### config.mk
export PLATFORM = sky130hd
export DESIGN_NAME = jtag_tap_mc
export DESIGN_NICKNAME = d
export VERILOG_FILES = /design/src/rtl/jtag_pkg.sv /design/src/rtl/flopr.sv /design/src/rtl/jtag_tap_ctrl.sv /design/src/rtl/jtag_tap_mc.sv
export SDC_FILE = /design/constraint.sdc
export NUM_CORES = 1
export LEC_CHECK = 0
export CORE_AREA = 5 5 93 95
export CTS_CLUSTER_SIZE = 30
export DETAILED_ROUTE_END_ITERATION = 16
export DIE_AREA = 0 0 98 100
export PLACE_DENSITY = 0.51
export RECOVER_POWER = 25
export REMOVE_ABC_BUFFERS = 1
export SETUP_SLACK_MARGIN = 0.05
export SLEW_MARGIN = 20
export SYNTH_ARGS = -nofsm -noshare
export SYNTH_HDL_FRONTEND = slang
export SYNTH_SLANG_ARGS = --single-unit
### constraint.sdc
create_clock -name tck -period 3.6 [get_ports tck]
set_input_delay 0.72 -clock tck [delete_from_list [all_inputs] [get_ports tck]]
set_output_delay 0.72 -clock tck [all_outputs]
set_load 0.01 [all_outputs]
### src/rtl/jtag_pkg.sv
// Shared types and constants for the multi-channel JTAG TAP.
// Contents:
//   tap_state_e  - the 16 TAP controller states, 4-bit encoding
//   IR_BYPASS0, IR_IDCODE, IR_BYPASS1 - fixed opcodes, 8 bits wide;
//                  users slice them down to the IR width
//   chan_opcode() - opcode that selects external DR channel k
package jtag_pkg;

    // Encoding follows the customary 1149.1 state numbering.
    typedef enum logic [3:0] {
        TAP_EX2_DR = 4'h0,
        TAP_EX1_DR = 4'h1,
        TAP_SH_DR  = 4'h2,
        TAP_PAU_DR = 4'h3,
        TAP_SEL_IR = 4'h4,
        TAP_UPD_DR = 4'h5,
        TAP_CAP_DR = 4'h6,
        TAP_SEL_DR = 4'h7,
        TAP_EX2_IR = 4'h8,
        TAP_EX1_IR = 4'h9,
        TAP_SH_IR  = 4'hA,
        TAP_PAU_IR = 4'hB,
        TAP_RTI    = 4'hC,
        TAP_UPD_IR = 4'hD,
        TAP_CAP_IR = 4'hE,
        TAP_TLR    = 4'hF
    } tap_state_e;

    // Widest legal IR is 8 bits. The all-ones opcode is sliced to the real
    // IR width, which keeps it all-ones at any width.
    localparam logic [7:0] IR_BYPASS0 = 8'h00;
    localparam logic [7:0] IR_IDCODE  = 8'h01;
    localparam logic [7:0] IR_BYPASS1 = 8'hFF;

    function automatic logic [31:0] chan_opcode(input int unsigned base,
                                                input int unsigned k);
        return 32'(base + k);
    endfunction

endpackage

### src/rtl/flopr.sv
// Generic resettable register.
// Ports:
//   clk   - clock, rising edge
//   rst_n - asynchronous, active-low reset; loads ResetValue
//   d     - next value
//   q     - registered value
module flopr #(
    parameter int unsigned       Width      = 1,
    parameter logic [Width-1:0]  ResetValue = '0
) (
    input  logic             clk,
    input  logic             rst_n,
    input  logic [Width-1:0] d,
    output logic [Width-1:0] q
);

    always_ff @(posedge clk or negedge rst_n) begin
        if (!rst_n) q <= ResetValue;
        else        q <= d;
    end

endmodule

### src/rtl/jtag_tap_ctrl.sv
// IEEE 1149.1 TAP controller state machine.
// Ports:
//   tck   - test clock
//   trst  - asynchronous, active-low test reset; forces TLR
//   tms   - test mode select
//   state - current TAP state
//
// state      | meaning
// -----------+-----------------------------------------------
// TAP_TLR    | test-logic-reset, instruction forced to IDCODE
// TAP_RTI    | run-test/idle
// TAP_SEL_DR | select-DR-scan
// TAP_CAP_DR | capture selected data register
// TAP_SH_DR  | shift selected data register
// TAP_EX1_DR | exit1-DR
// TAP_PAU_DR | pause-DR, all registers hold
// TAP_EX2_DR | exit2-DR
// TAP_UPD_DR | update-DR
// TAP_SEL_IR | select-IR-scan
// TAP_CAP_IR | capture IR
// TAP_SH_IR  | shift IR
// TAP_EX1_IR | exit1-IR
// TAP_PAU_IR | pause-IR, all registers hold
// TAP_EX2_IR | exit2-IR
// TAP_UPD_IR | update-IR, IR takes effect at the exit edge
module jtag_tap_ctrl
    import jtag_pkg::*;
(
    input  logic       tck,
    input  logic       trst,
    input  logic       tms,
    output tap_state_e state
);

    tap_state_e state_q;
    tap_state_e state_d;

    always_ff @(posedge tck or negedge trst) begin
        if (!trst) state_q <= TAP_TLR;
        else       state_q <= state_d;
    end

    always_comb begin
        state_d = state_q;
        unique case (state_q)
            TAP_TLR:    state_d = tms ? TAP_TLR    : TAP_RTI;
            TAP_RTI:    state_d = tms ? TAP_SEL_DR : TAP_RTI;
            TAP_SEL_DR: state_d = tms ? TAP_SEL_IR : TAP_CAP_DR;
            TAP_CAP_DR: state_d = tms ? TAP_EX1_DR : TAP_SH_DR;
            TAP_SH_DR:  state_d = tms ? TAP_EX1_DR : TAP_SH_DR;
            TAP_EX1_DR: state_d = tms ? TAP_UPD_DR : TAP_PAU_DR;
            TAP_PAU_DR: state_d = tms ? TAP_EX2_DR : TAP_PAU_DR;
            TAP_EX2_DR: state_d = tms ? TAP_UPD_DR : TAP_SH_DR;
            TAP_UPD_DR: state_d = tms ? TAP_SEL_DR : TAP_RTI;
            TAP_SEL_IR: state_d = tms ? TAP_TLR    : TAP_CAP_IR;
            TAP_CAP_IR: state_d = tms ? TAP_EX1_IR : TAP_SH_IR;
            TAP_SH_IR:  state_d = tms ? TAP_EX1_IR : TAP_SH_IR;
            TAP_EX1_IR: state_d = tms ? TAP_UPD_IR : TAP_PAU_IR;
            TAP_PAU_IR: state_d = tms ? TAP_EX2_IR : TAP_PAU_IR;
            TAP_EX2_IR: state_d = tms ? TAP_UPD_IR : TAP_SH_IR;
            TAP_UPD_IR: state_d = tms ? TAP_SEL_DR : TAP_RTI;
            default:    state_d = TAP_TLR;
        endcase
    end

    assign state = state_q;

endmodule

### src/rtl/jtag_tap_mc.sv
// Multi-channel JTAG TAP: TAP controller, IR, IDCODE and BYPASS registers,
// NumChan external DR channels selected by opcode, and a saturating
// Run-Test/Idle cycle counter for DMI idle-wait enforcement.
// Ports:
//   tck, trst        - test clock; asynchronous active-low test reset
//   tms, tdi         - JTAG serial control and data in
//   tdo, tdo_oe      - registered serial data out and its output enable
//   chan_tdo         - serial out of each external channel
//   chan_select      - one-hot, bit k while IR holds channel k's opcode
//   test_logic_reset, run_test_idle, capture_dr, shift_dr, update_dr
//                    - state strobes, decoded from the current state
//   ir_q             - current instruction
//   idle_cnt         - consecutive cycles in Run-Test/Idle, saturating
module jtag_tap_mc
    import jtag_pkg::*;
#(
    parameter int unsigned         IrLength       = 5,
    parameter logic [31:0]         IdcodeValue    = 32'h00000001,
    parameter logic [IrLength-1:0] IrCaptureValue = {{(IrLength-1){1'b0}}, 1'b1},
    parameter int unsigned         NumChan        = 2,
    parameter int unsigned         ChanIrBase     = 'h10,
    parameter int unsigned         IdleCntW       = 4
) (
    input  logic                tck,
    input  logic                trst,
    input  logic                tms,
    input  logic                tdi,
    output logic                tdo,
    output logic                tdo_oe,
    input  logic [NumChan-1:0]  chan_tdo,
    output logic [NumChan-1:0]  chan_select,
    output logic                test_logic_reset,
    output logic                run_test_idle,
    output logic                capture_dr,
    output logic                shift_dr,
    output logic                update_dr,
    output logic [IrLength-1:0] ir_q,
    output logic [IdleCntW-1:0] idle_cnt
);

    localparam logic [IrLength-1:0] OpBypass0 = IR_BYPASS0[IrLength-1:0];
    localparam logic [IrLength-1:0] OpIdcode  = IR_IDCODE[IrLength-1:0];
    localparam logic [IrLength-1:0] OpBypass1 = IR_BYPASS1[IrLength-1:0];

    tap_state_e          state;
    logic [IrLength-1:0] ir_sr;
    logic [31:0]         idcode_sr;
    logic                bypass_q;
    logic                tlr_next;
    logic                rti_next;
    logic                sel_idcode;
    logic                op_fixed;
    logic [NumChan-1:0]  chan_sel;
    logic                tdo_d;
    logic                tdo_oe_d;

    jtag_tap_ctrl u_ctrl (
        .tck   (tck),
        .trst  (trst),
        .tms   (tms),
        .state (state)
    );

    // TLR is only entered from TLR itself or from Select-IR-Scan, so the
    // entering edge can be spotted without a second copy of the FSM.
    assign tlr_next = tms && (state == TAP_TLR || state == TAP_SEL_IR);

    // The idle count has to read 0 in the first cycle after RTI and 1 in
    // the first RTI cycle, so it is driven by where the FSM is going.
    assign rti_next = !tms && (state inside {TAP_TLR, TAP_RTI, TAP_UPD_DR, TAP_UPD_IR});

    always_ff @(posedge tck or negedge trst) begin
        if (!trst) begin
            ir_sr <= '0;
            ir_q  <= OpIdcode;
        end else if (tlr_next) begin
            ir_sr <= '0;
            ir_q  <= OpIdcode;
        end else begin
            if (state == TAP_CAP_IR)     ir_sr <= IrCaptureValue;
            else if (state == TAP_SH_IR) ir_sr <= {tdi, ir_sr[IrLength-1:1]};
            if (state == TAP_UPD_IR)     ir_q  <= ir_sr;
        end
    end

    always_ff @(posedge tck or negedge trst) begin
        if (!trst)                                          idcode_sr <= IdcodeValue;
        else if (state == TAP_TLR || state == TAP_CAP_DR)   idcode_sr <= IdcodeValue;
        else if (state == TAP_SH_DR)                        idcode_sr <= {tdi, idcode_sr[31:1]};
    end

    always_ff @(posedge tck or negedge trst) begin
        if (!trst)                                 bypass_q <= 1'b0;
        else if (tlr_next || state == TAP_CAP_DR)  bypass_q <= 1'b0;
        else if (state == TAP_SH_DR)               bypass_q <= tdi;
    end

    always_ff @(posedge tck or negedge trst) begin
        if (!trst)                 idle_cnt <= '0;
        else if (!rti_next)        idle_cnt <= '0;
        else if (idle_cnt != '1)   idle_cnt <= idle_cnt + IdleCntW'(1);
    end

    // The fixed opcodes win over a channel opcode that collides with them.
    always_comb begin
        sel_idcode = (ir_q == OpIdcode);
        op_fixed   = sel_idcode || (ir_q == OpBypass0) || (ir_q == OpBypass1);
        chan_sel   = '0;
        for (int unsigned k = 0; k < NumChan; k++) begin
            if (!op_fixed && (32'(ir_q) == chan_opcode(ChanIrBase, k)))
                chan_sel[k] = 1'b1;
        end
    end

    always_comb begin
        tdo_d = bypass_q;
        if (state == TAP_SH_IR)  tdo_d = ir_sr[0];
        else if (sel_idcode)     tdo_d = idcode_sr[0];
        else if (|chan_sel)      tdo_d = |(chan_sel & chan_tdo);
    end

    assign tdo_oe_d = (state == TAP_SH_IR) || (state == TAP_SH_DR);

    flopr #(.Width(1), .ResetValue(1'b0)) u_tdo_q (
        .clk   (tck),
        .rst_n (trst),
        .d     (tdo_d),
        .q     (tdo)
    );

    flopr #(.Width(1), .ResetValue(1'b0)) u_tdo_oe_q (
        .clk   (tck),
        .rst_n (trst),
        .d     (tdo_oe_d),
        .q     (tdo_oe)
    );

    assign chan_select      = chan_sel;
    assign test_logic_reset = (state == TAP_TLR);
    assign run_test_idle    = (state == TAP_RTI);
    assign capture_dr       = (state == TAP_CAP_DR);
    assign shift_dr         = (state == TAP_SH_DR);
    assign update_dr        = (state == TAP_UPD_DR);

endmodule

==> results of run 1 <==
[where the power goes]
group	total (mW)	switching [mW]	internal (mW)
registers	0.835	0.129	0.706
logic	0.533	0.285	0.248
clock network	0.409	0.182	0.227
[worst min-delay path, stage by stage, from the launching register on]
cell	delay, ns
dfstp_2	0.38
inv_1	0.05
a22oi_1	0.06
[metrics by stage]
stage / setup WS [ns] / hold slack [ns] / total power, mW / instances
floorplan: 1.40 / 0.424 / 1.16 / 175
global placement: 1.19 / 0.465 / 1.39 / 303
detailed placement: 1.19 / 0.467 / 1.39 / 303
CTS: 0.845 / 0.484 / 1.81 / 311
global route: 0.732 / 0.514 / 1.91 / 311
finish: 0.901 / 0.485 / 1.78 / 311
[cells by family after synthesis]
family / synth area share, %
compound gates: 20.5
xor+xnor: 0.393
fa+ha+maj: 1.01
buf+inv: 3.14
flops: 59.8
mux: 2.75
simple gates: 12.4
[layout make-up]
class | count | share of cell area (%)
Sequential cell | 53 | 50.0
Multi-Input combinational cell | 118 | 31.1
Inverter | 4 | 0.562
Timing Repair Buffer | 26 | 9.23
Clock buffer | 7 | 3.23
Tap cell | 102 | 4.78
Clock inverter | 1 | 1.12
[cells in the final DEF, fill, tap and decap left out, types with 2 or more instances in the layout]
cell              n
nand2_1          13
nor2_1           15
o21a_1            2
dfstp_2           6
clkbuf_1          2
a21oi_1           2
nand2b_1          3
a22o_1           35
clkbuf_8          6
a22oi_1           2
clkdlybuf4s50_1  22
and3_1            2
inv_1             4
nor3b_1           2
o21ai_0           4
buf_4             3
nand3_1           4
mux2i_1           5
dfrtp_1          47
nor3_1            5
nand3b_1          2
[state kept, by name, indices dropped and copies added, names as in the netlist]
register / cells
ir_sr: 5
u_ctrl.state: 4
ir_q: 5
u_tdo_oe_q.q: 1
idcode_sr: 32
u_tdo_q.q: 1
idle_cnt: 4
bypass_q: 1
[worst min-delay path by stage]
stage                       startpoint            to  cells after the start
after floorplan                   trst      bypass_q                      0
after detailed placement  idcode_sr[0]  idcode_sr[0]                      2
after global routing      idcode_sr[0]  idcode_sr[0]                      2
after CTS                 idcode_sr[0]  idcode_sr[0]                      2
final                     idcode_sr[0]  idcode_sr[0]                      2
after global placement    idcode_sr[0]  idcode_sr[0]                      2
[per-layer routing]
| layer | vias to the layer above | share of wire (%) | GRT usage, % | routed length [um] |
|---|---|---|---|---|
| met5 | - | 0 | 0 | 0 |
| met4 | 0 | 0.47 | 1.60 | 20 |
| met3 | 2 | 3.7 | 3.47 | 158 |
| met2 | 24 | 44 | 12.9 | 1890 |
| met1 | 736 | 51 | 13.2 | 2190 |
| li1 | 732 | - | - | - |
==> results.cfg, run 1 <==
[critical_path]
path_depth = 3
cp_slowest_cell = dfstp_2
cp_data_arrival_time_ns = 1.98
crit_chain = nand2b_1 > nor3_4 > clkdlybuf4s50_1
worstSetupEndpoint = shift_dr
cp.required_ns = 2.88
r2r-start = u_ctrl.state[1]
crit_path_end_kind = output port
cp_slowest_stage_delay_ns = 0.66
crit_family = flip-flops
cp_num_buf_inv = 1
rr_worst_depth = 5
startpoint_type = flop
worst-r2r-setup-slack_ns = 1.77
crit_type = reg -> out
critPathLaunch = u_ctrl.state[1]
crit_fanout = 14
r2r-end = bypass_q

[clock_tree]
cts_root_buffer = clkbuf_8
cts_hold_buf = 0
cts.repair.resized = 0
cts_tree = built
cts_buffers = 5
clkTransAtPathRegs_ns = 0.09
clkSinkCount = 53
htreeDepth = 2
cts_setup_buffers = 0
clk_latency_ns = 0.29
clock_path_buffers = 2

[floorplan]
num_rows = 32
start_util_pct = 29.2
die-area_sq_um = 9800
core_area_sq_um = 7650
io_pins = 24
die_w_um = 98
dieHeight_um = 100

[power_and_ir_drop]
p_leak_nw = 1.22
power_per_cell_area_nw_per_um2 = 665
ir_drop_v = 0.000178

[global_routing]
grt_remaining_overflow = 0
grt_pass1_vias = 1421
grtUsageTotal_pct = 9.07
grt_pass1_wl_um = 7230
grt_max_degree = 35
antenna_found_initial = 0

[status]
violations = max-capacitance violations, max-slew violations
status = finished, violations left

[drt]
viasPerCell = 4.80
ant_nets = 0
vias = 1494
wirelength_um = 4250
drt_pass1_iterations = 4
wire_per_inst_um = 13.7
drt_iter0_drc = 74
drc = 0

[timing]
max-slew-margin-rel_pct = -17.7
rsz0062_at_grt = no
fmax_mhz = 371
final-max-slew-violation-count = 35
fin_setup_tns_ns = 0
finalCritPeriodShare_pct = 75.0
period_needed_ns = 2.70
skew_ns = 0.00192
setup_viol = 0
max_slew.worst_pin.slew_ns = 1.77
hold_violations = 0

[synth]
ys_types = 41
synthTopCellsByArea = dfrtp_1, a22o_1, dfstp_2
synth.largest_area_cell = dfrtp_1
syn-mean-instance-area_sq_um = 12.1
ys_ff_latch = 53
synth_enable_flop_cells = 0
synthTopCellsByCount = dfrtp_1, a22o_1, nor2_1
synth_top_area_share_pct = 52.7
synth_most_common_cell = dfrtp_1
yosysWarningCount = 0
syn_area_sq_um = 2230
ys_seq_area_share_pct = 59.8
synthArstFlopShare_pct = 100
ys.flop_type = dfrtp_1
syn_inst = 185

[layout]
final_area_sq_um = 2670
final_util_pct = 34.9
seqCellArea_sq_um = 1330
antennaDiodeCount = 0
drive_gt1_share_pct = 11.0
fillCellCount = 771
multi_input_area_sq_um = 831
nets = 215
synthToLayoutAreaGrowth_pct = 19.7

[placed_design]
numPortBuffers = 23
dpl_cell_area_sq_um = 2550
gp_congestion = 0.718
dp_hpwl_um = 2820

[hold_path]
hold_path_class = reg -> reg

[flow_run]
maxCapViolCount = 1
Note: power is estimated with default switching activity, not from simulation.
==> run 2, diff against run 1 <==
- PLACE_DENSITY: 0.51 -> 0.52
- clock period: 3.6 -> 2.25 ns (I/O delays scaled with it)
==> results.cfg, run 2 (synthesis gave the netlist of run 1 again) <==
[layout]
layout_common_cells = dfrtp_1, a22o_1, buf_4, nor2_1, clkdlybuf4s50_1
regMostFlops = idcode_sr
final_common_cell = dfrtp_1
largest_register_ffs = 32
final_util_pct = 35.9
synthToLayoutAreaGrowth_pct = 23.1
reg_top3 = idcode_sr (32), ir_q (5), ir_sr (5)
antennaDiodeCount = 0
nets = 229
fillCellCount = 752
drive_gt1_share_pct = 17.9

[clock_tree]
cts_buffers = 5
cts_root_buffer = clkbuf_8
clock_path_buffers = 2
clkTransAtPathRegs_ns = 0.09
cts_tree = built
clkSinkCount = 53
cts_hold_buf = 0
clk_latency_ns = 0.29
htreeDepth = 2

[timing]
setup_viol = 0
hold_violations = 0
finalCritPeriodShare_pct = 89.8
max-slew-margin-rel_pct = 15.7
max_slew.worst_pin.slew_ns = 1.26
fmax_mhz = 495
fin_setup_tns_ns = 0
skew_ns = 0.00705
final-max-slew-violation-count = 0
period_needed_ns = 2.02
rsz0062_at_grt = no
setup_ws_ns = 0.230

[placed_design]
place_ws_ns = 0.215
numPortBuffers = 23
dp_hpwl_um = 2820
gp_congestion = 0.795

[critical_path]
crit_fanout = 7
crit_path_end_kind = output port
cp.required_ns = 1.80
startpoint_type = flop
cp_data_arrival_time_ns = 1.57
crit_type = reg -> out

[floorplan]
io_pins = 24
die_w_um = 98
core_area_sq_um = 7650
start_util_pct = 29.2
dieHeight_um = 100
num_rows = 32
die-area_sq_um = 9800

[status]
status = finished, final reports clean

[drt]
viasPerCell = 4.73
drt_pass1_iterations = 4
wire_per_inst_um = 13.5
wirelength_um = 4380
drt_iter0_drc = 58
vias = 1538
ant_nets = 0
drc = 0

[global_routing]
grtUsageTotal_pct = 9.92
grt_remaining_overflow = 0
grt_max_degree = 54
grt_pass1_vias = 1682
grt_pass1_wl_um = 7950
antenna_found_initial = 0

[power_and_ir_drop]
p_leak_nw = 1.33
power_per_cell_area_nw_per_um2 = 1030
p_total_mw = 2.83
ir_drop_v = 0.000308

[flow_run]
maxCapViolCount = 0

[hold_path]
hold_path_class = reg -> reg
## run 2: cell count changes in the layout (fill, tap and decap cells not counted), sizes merged
| cell | change |
|---|---|
| buf | +14 |
| clkdlybuf4s50 | -7 |
| dlymetal6s2s | +2 |
| dlygate4sd2 | +5 |
| clkinv | +2 |
| bufinv | -1 |
| clkbuf | -1 |
## run 2: through the flow
| stage | instance area (sq um) | hold WS [ns] | std cells |
|---|---|---|---|
| after detailed placement | 2580 | 0.464 | 305 |
| after global placement | 2580 | 0.466 | 305 |
| final | 2750 | 0.484 | 325 |
| after CTS | 2760 | 0.134 | 325 |
| after floorplan | 2180 | 0.154 | 175 |
| after global routing | 2750 | 0.518 | 325 |
## run 2: worst paths after layout
kind / from / end / slack [ns] / cells after the start
worst min register to register: idcode_sr[0] / idcode_sr[0] / 0.48 / 2
min in group asynchronous: trst / idcode_sr[26] / 0.50 / 2
worst min-delay path: idcode_sr[0] / idcode_sr[0] / 0.48 / 2
worst max register to register: u_ctrl.state[3] / ir_sr[4] / 0.46 / 5
worst max-delay path: u_ctrl.state[1] / shift_dr / 0.23 / 3
max in group asynchronous: trst / ir_sr[2] / 0.99 / 2
## run 2: cell type report
class / instances / area [sq um] / share of cell area, %
sequential: 53 / 1330 / 48.6
multi-input combinational: 118 / 838 / 30.5
timing repair buffer: 40 / 349 / 12.7
tap: 102 / 128 / 4.65
clock buffer: 6 / 72.6 / 2.64
inverter: 4 / 15.0 / 0.547
clock inverter: 2 / 10.0 / 0.364
## run 2: what timing repair did
action | in CTS | in global routing
gates resized for setup | 7 | 2
pin swaps | 1 | 0
setup endpoints to repair | 7 | 2
buffers inserted | 12 | 0
## run 2: worst max-delay path, cell delays in order, from the launching register on
cell           delay (ns)
dfstp_2              0.55
nand2b_2             0.12
nor3_4               0.29
dlygate4sd2_1        0.31
## run 2: layer usage
metal / share of wire, % / up-vias / GRT usage [%]
li1: - / 754 / -
met1: 49 / 752 / 13.3
met2: 46 / 26 / 15.5
met3: 3.9 / 6 / 2.57
met4: 1.3 / 0 / 3.62
met5: 0 / - / 0
## run 2: where the power goes
part	internal, mW	total [mW]	switching, mW
combinational	0.502	1.08	0.574
sequential	1.13	1.25	0.125
clock	0.216	0.506	0.289
==> run 3, diff against run 2 <==
- CELL_PAD_IN_SITES_DETAIL_PLACEMENT: not set -> 1
- CELL_PAD_IN_SITES_GLOBAL_PLACEMENT: not set -> 1
- CTS_CLUSTER_SIZE: 30 -> 28
- PLACE_DENSITY: 0.52 -> 0.61
- SKIP_CTS_REPAIR_TIMING: not set -> 1
==> results.cfg, run 3 (synthesis gave the netlist of run 1 again) <==
[status]
status = finished, final reports clean

[layout]
final_common_cell = dfrtp_1
antennaDiodeCount = 0
layout_common_cells = dfrtp_1, a22o_1, buf_4, nor2_1, clkdlybuf4s50_1
fillCellCount = 835
largest_register_ffs = 32
reg_top3 = idcode_sr (32), ir_q (5), ir_sr (5)
final_cell_count_no_fill = 325
nets = 229
regMostFlops = idcode_sr
drive_gt1_share_pct = 17.9
final_util_pct = 36.4
synthToLayoutAreaGrowth_pct = 24.8
final_area_sq_um = 2780

[power_and_ir_drop]
p_leak_nw = 1.39
power_per_cell_area_nw_per_um2 = 1050
clockPowerShare_pct = 18.2
swShare_pct = 36.1
p_sw_mw = 1.05
p_total_mw = 2.91
ir_drop_v = 0.000358
comb_power_share_pct = 37.8
intPower_mw = 1.86
sequentialPowerShare_pct = 44.0

[timing]
setup_ws_ns = 0.289
final-max-slew-violation-count = 0
rsz0062_at_grt = no
max-slew-margin-rel_pct = 15.4
setup_viol = 0
skew_ns = 0.00995
fin_setup_tns_ns = 0
max_slew.worst_pin.slew_ns = 1.27
holdWs_ns = 0.401
hold_violations = 0
finalCritPeriodShare_pct = 87.2
period_needed_ns = 1.96
fmax_mhz = 510

[drt]
ant_nets = 0
vias = 1610
drt_pass1_iterations = 4
drt_iter0_drc = 61
wirelength_um = 4960
drc = 0
viasPerCell = 4.95
wire_per_inst_um = 15.3

[floorplan]
num_rows = 32
core_area_sq_um = 7650
dieHeight_um = 100
die-area_sq_um = 9800
io_pins = 24
start_util_pct = 29.2
die_w_um = 98

[critical_path]
crit_path_end_kind = output port
crit_fanout = 6
crit_type = reg -> out
startpoint_type = flop
cp_num_buf_inv = 2
crit_family = flip-flops
crit_chain = buf_4 > nand2_1 > nor3b_1 > dlymetal6s2s_1
cp.required_ns = 1.80
cp_data_arrival_time_ns = 1.51
cp_slowest_stage_delay_ns = 0.60
cp_slowest_cell = dfstp_2

[global_routing]
grtUsageTotal_pct = 10.4
grt_remaining_overflow = 0
antenna_found_initial = 0
grt_max_degree = 33
grt_pass1_vias = 1601
grt_pass1_wl_um = 8240

[clock_tree]
htreeDepth = 2
cts_buffers = 5
clock_path_buffers = 2
cts_root_buffer = clkbuf_8
clkTransAtPathRegs_ns = 0.10
cts_tree = built
clkSinkCount = 53
clk_latency_ns = 0.31

[flow_run]
maxCapViolCount = 0

[hold_path]
hold_path_class = in -> async

[placed_design]
place_inst = 311
dp_hpwl_um = 3280
gp_congestion = 0.797
place_ws_ns = 0.206
dpl_cell_area_sq_um = 2630
numPortBuffers = 23
-- run 3: power groups by stage --
| stage | Clock [mW] | Combinational [mW] | Sequential, mW |
|---|---|---|---|
| CTS | 0.564 | 1.03 | 1.29 |
| floorplan | 0 | 0.540 | 1.32 |
| global placement | 0 | 1.01 | 1.31 |
| global route | 0.596 | 1.21 | 1.31 |
| finish | 0.532 | 1.10 | 1.28 |
| detailed placement | 0 | 1.02 | 1.31 |
-- run 3: layout make-up --
type	instances	area (sq um)	area share (%)
Sequential cell	53	1340	48.0
Multi-Input combinational cell	118	836	30.0
Timing Repair Buffer	40	382	13.7
Tap cell	102	128	4.58
Clock buffer	6	72.6	2.61
Clock inverter	2	15.0	0.539
Inverter	4	15.0	0.539
-- run 3: layer usage --
layer	part of all wire, %	GRT usage [%]	vias to the layer above	wire length [um]
li1	-	-	750	-
met1	51	15.3	823	2520
met2	44	14.6	31	2160
met3	4.3	3.06	6	212
met4	1.4	3.51	0	70
met5	0	0	-	0
-- run 3: worst paths after layout --
| path | to | slack [ns] | startpoint | cells past startpoint |
|---|---|---|---|---|
| setup reg to reg | ir_sr[4] | 0.52 | u_ctrl.state[2] | 6 |
| hold reg to reg | idcode_sr[0] | 0.48 | idcode_sr[0] | 2 |
| hold / removal | idcode_sr[1] | 0.40 | trst | 1 |
| setup / recovery | update_dr | 0.29 | u_ctrl.state[2] | 4 |
| max in group asynchronous | u_ctrl.state[2] | 1.01 | trst | 2 |
| min in group tck | idcode_sr[0] | 0.48 | idcode_sr[0] | 2 |
-- run 3: worst register-to-register path, stage by stage, from the launching register on --
cell and delay [ns]:
dfstp_2 0.60, buf_4 0.14, buf_4 0.13, nand2_1 0.11, o21a_1 0.20, o22a_1 0.23
a22o_1 0.21
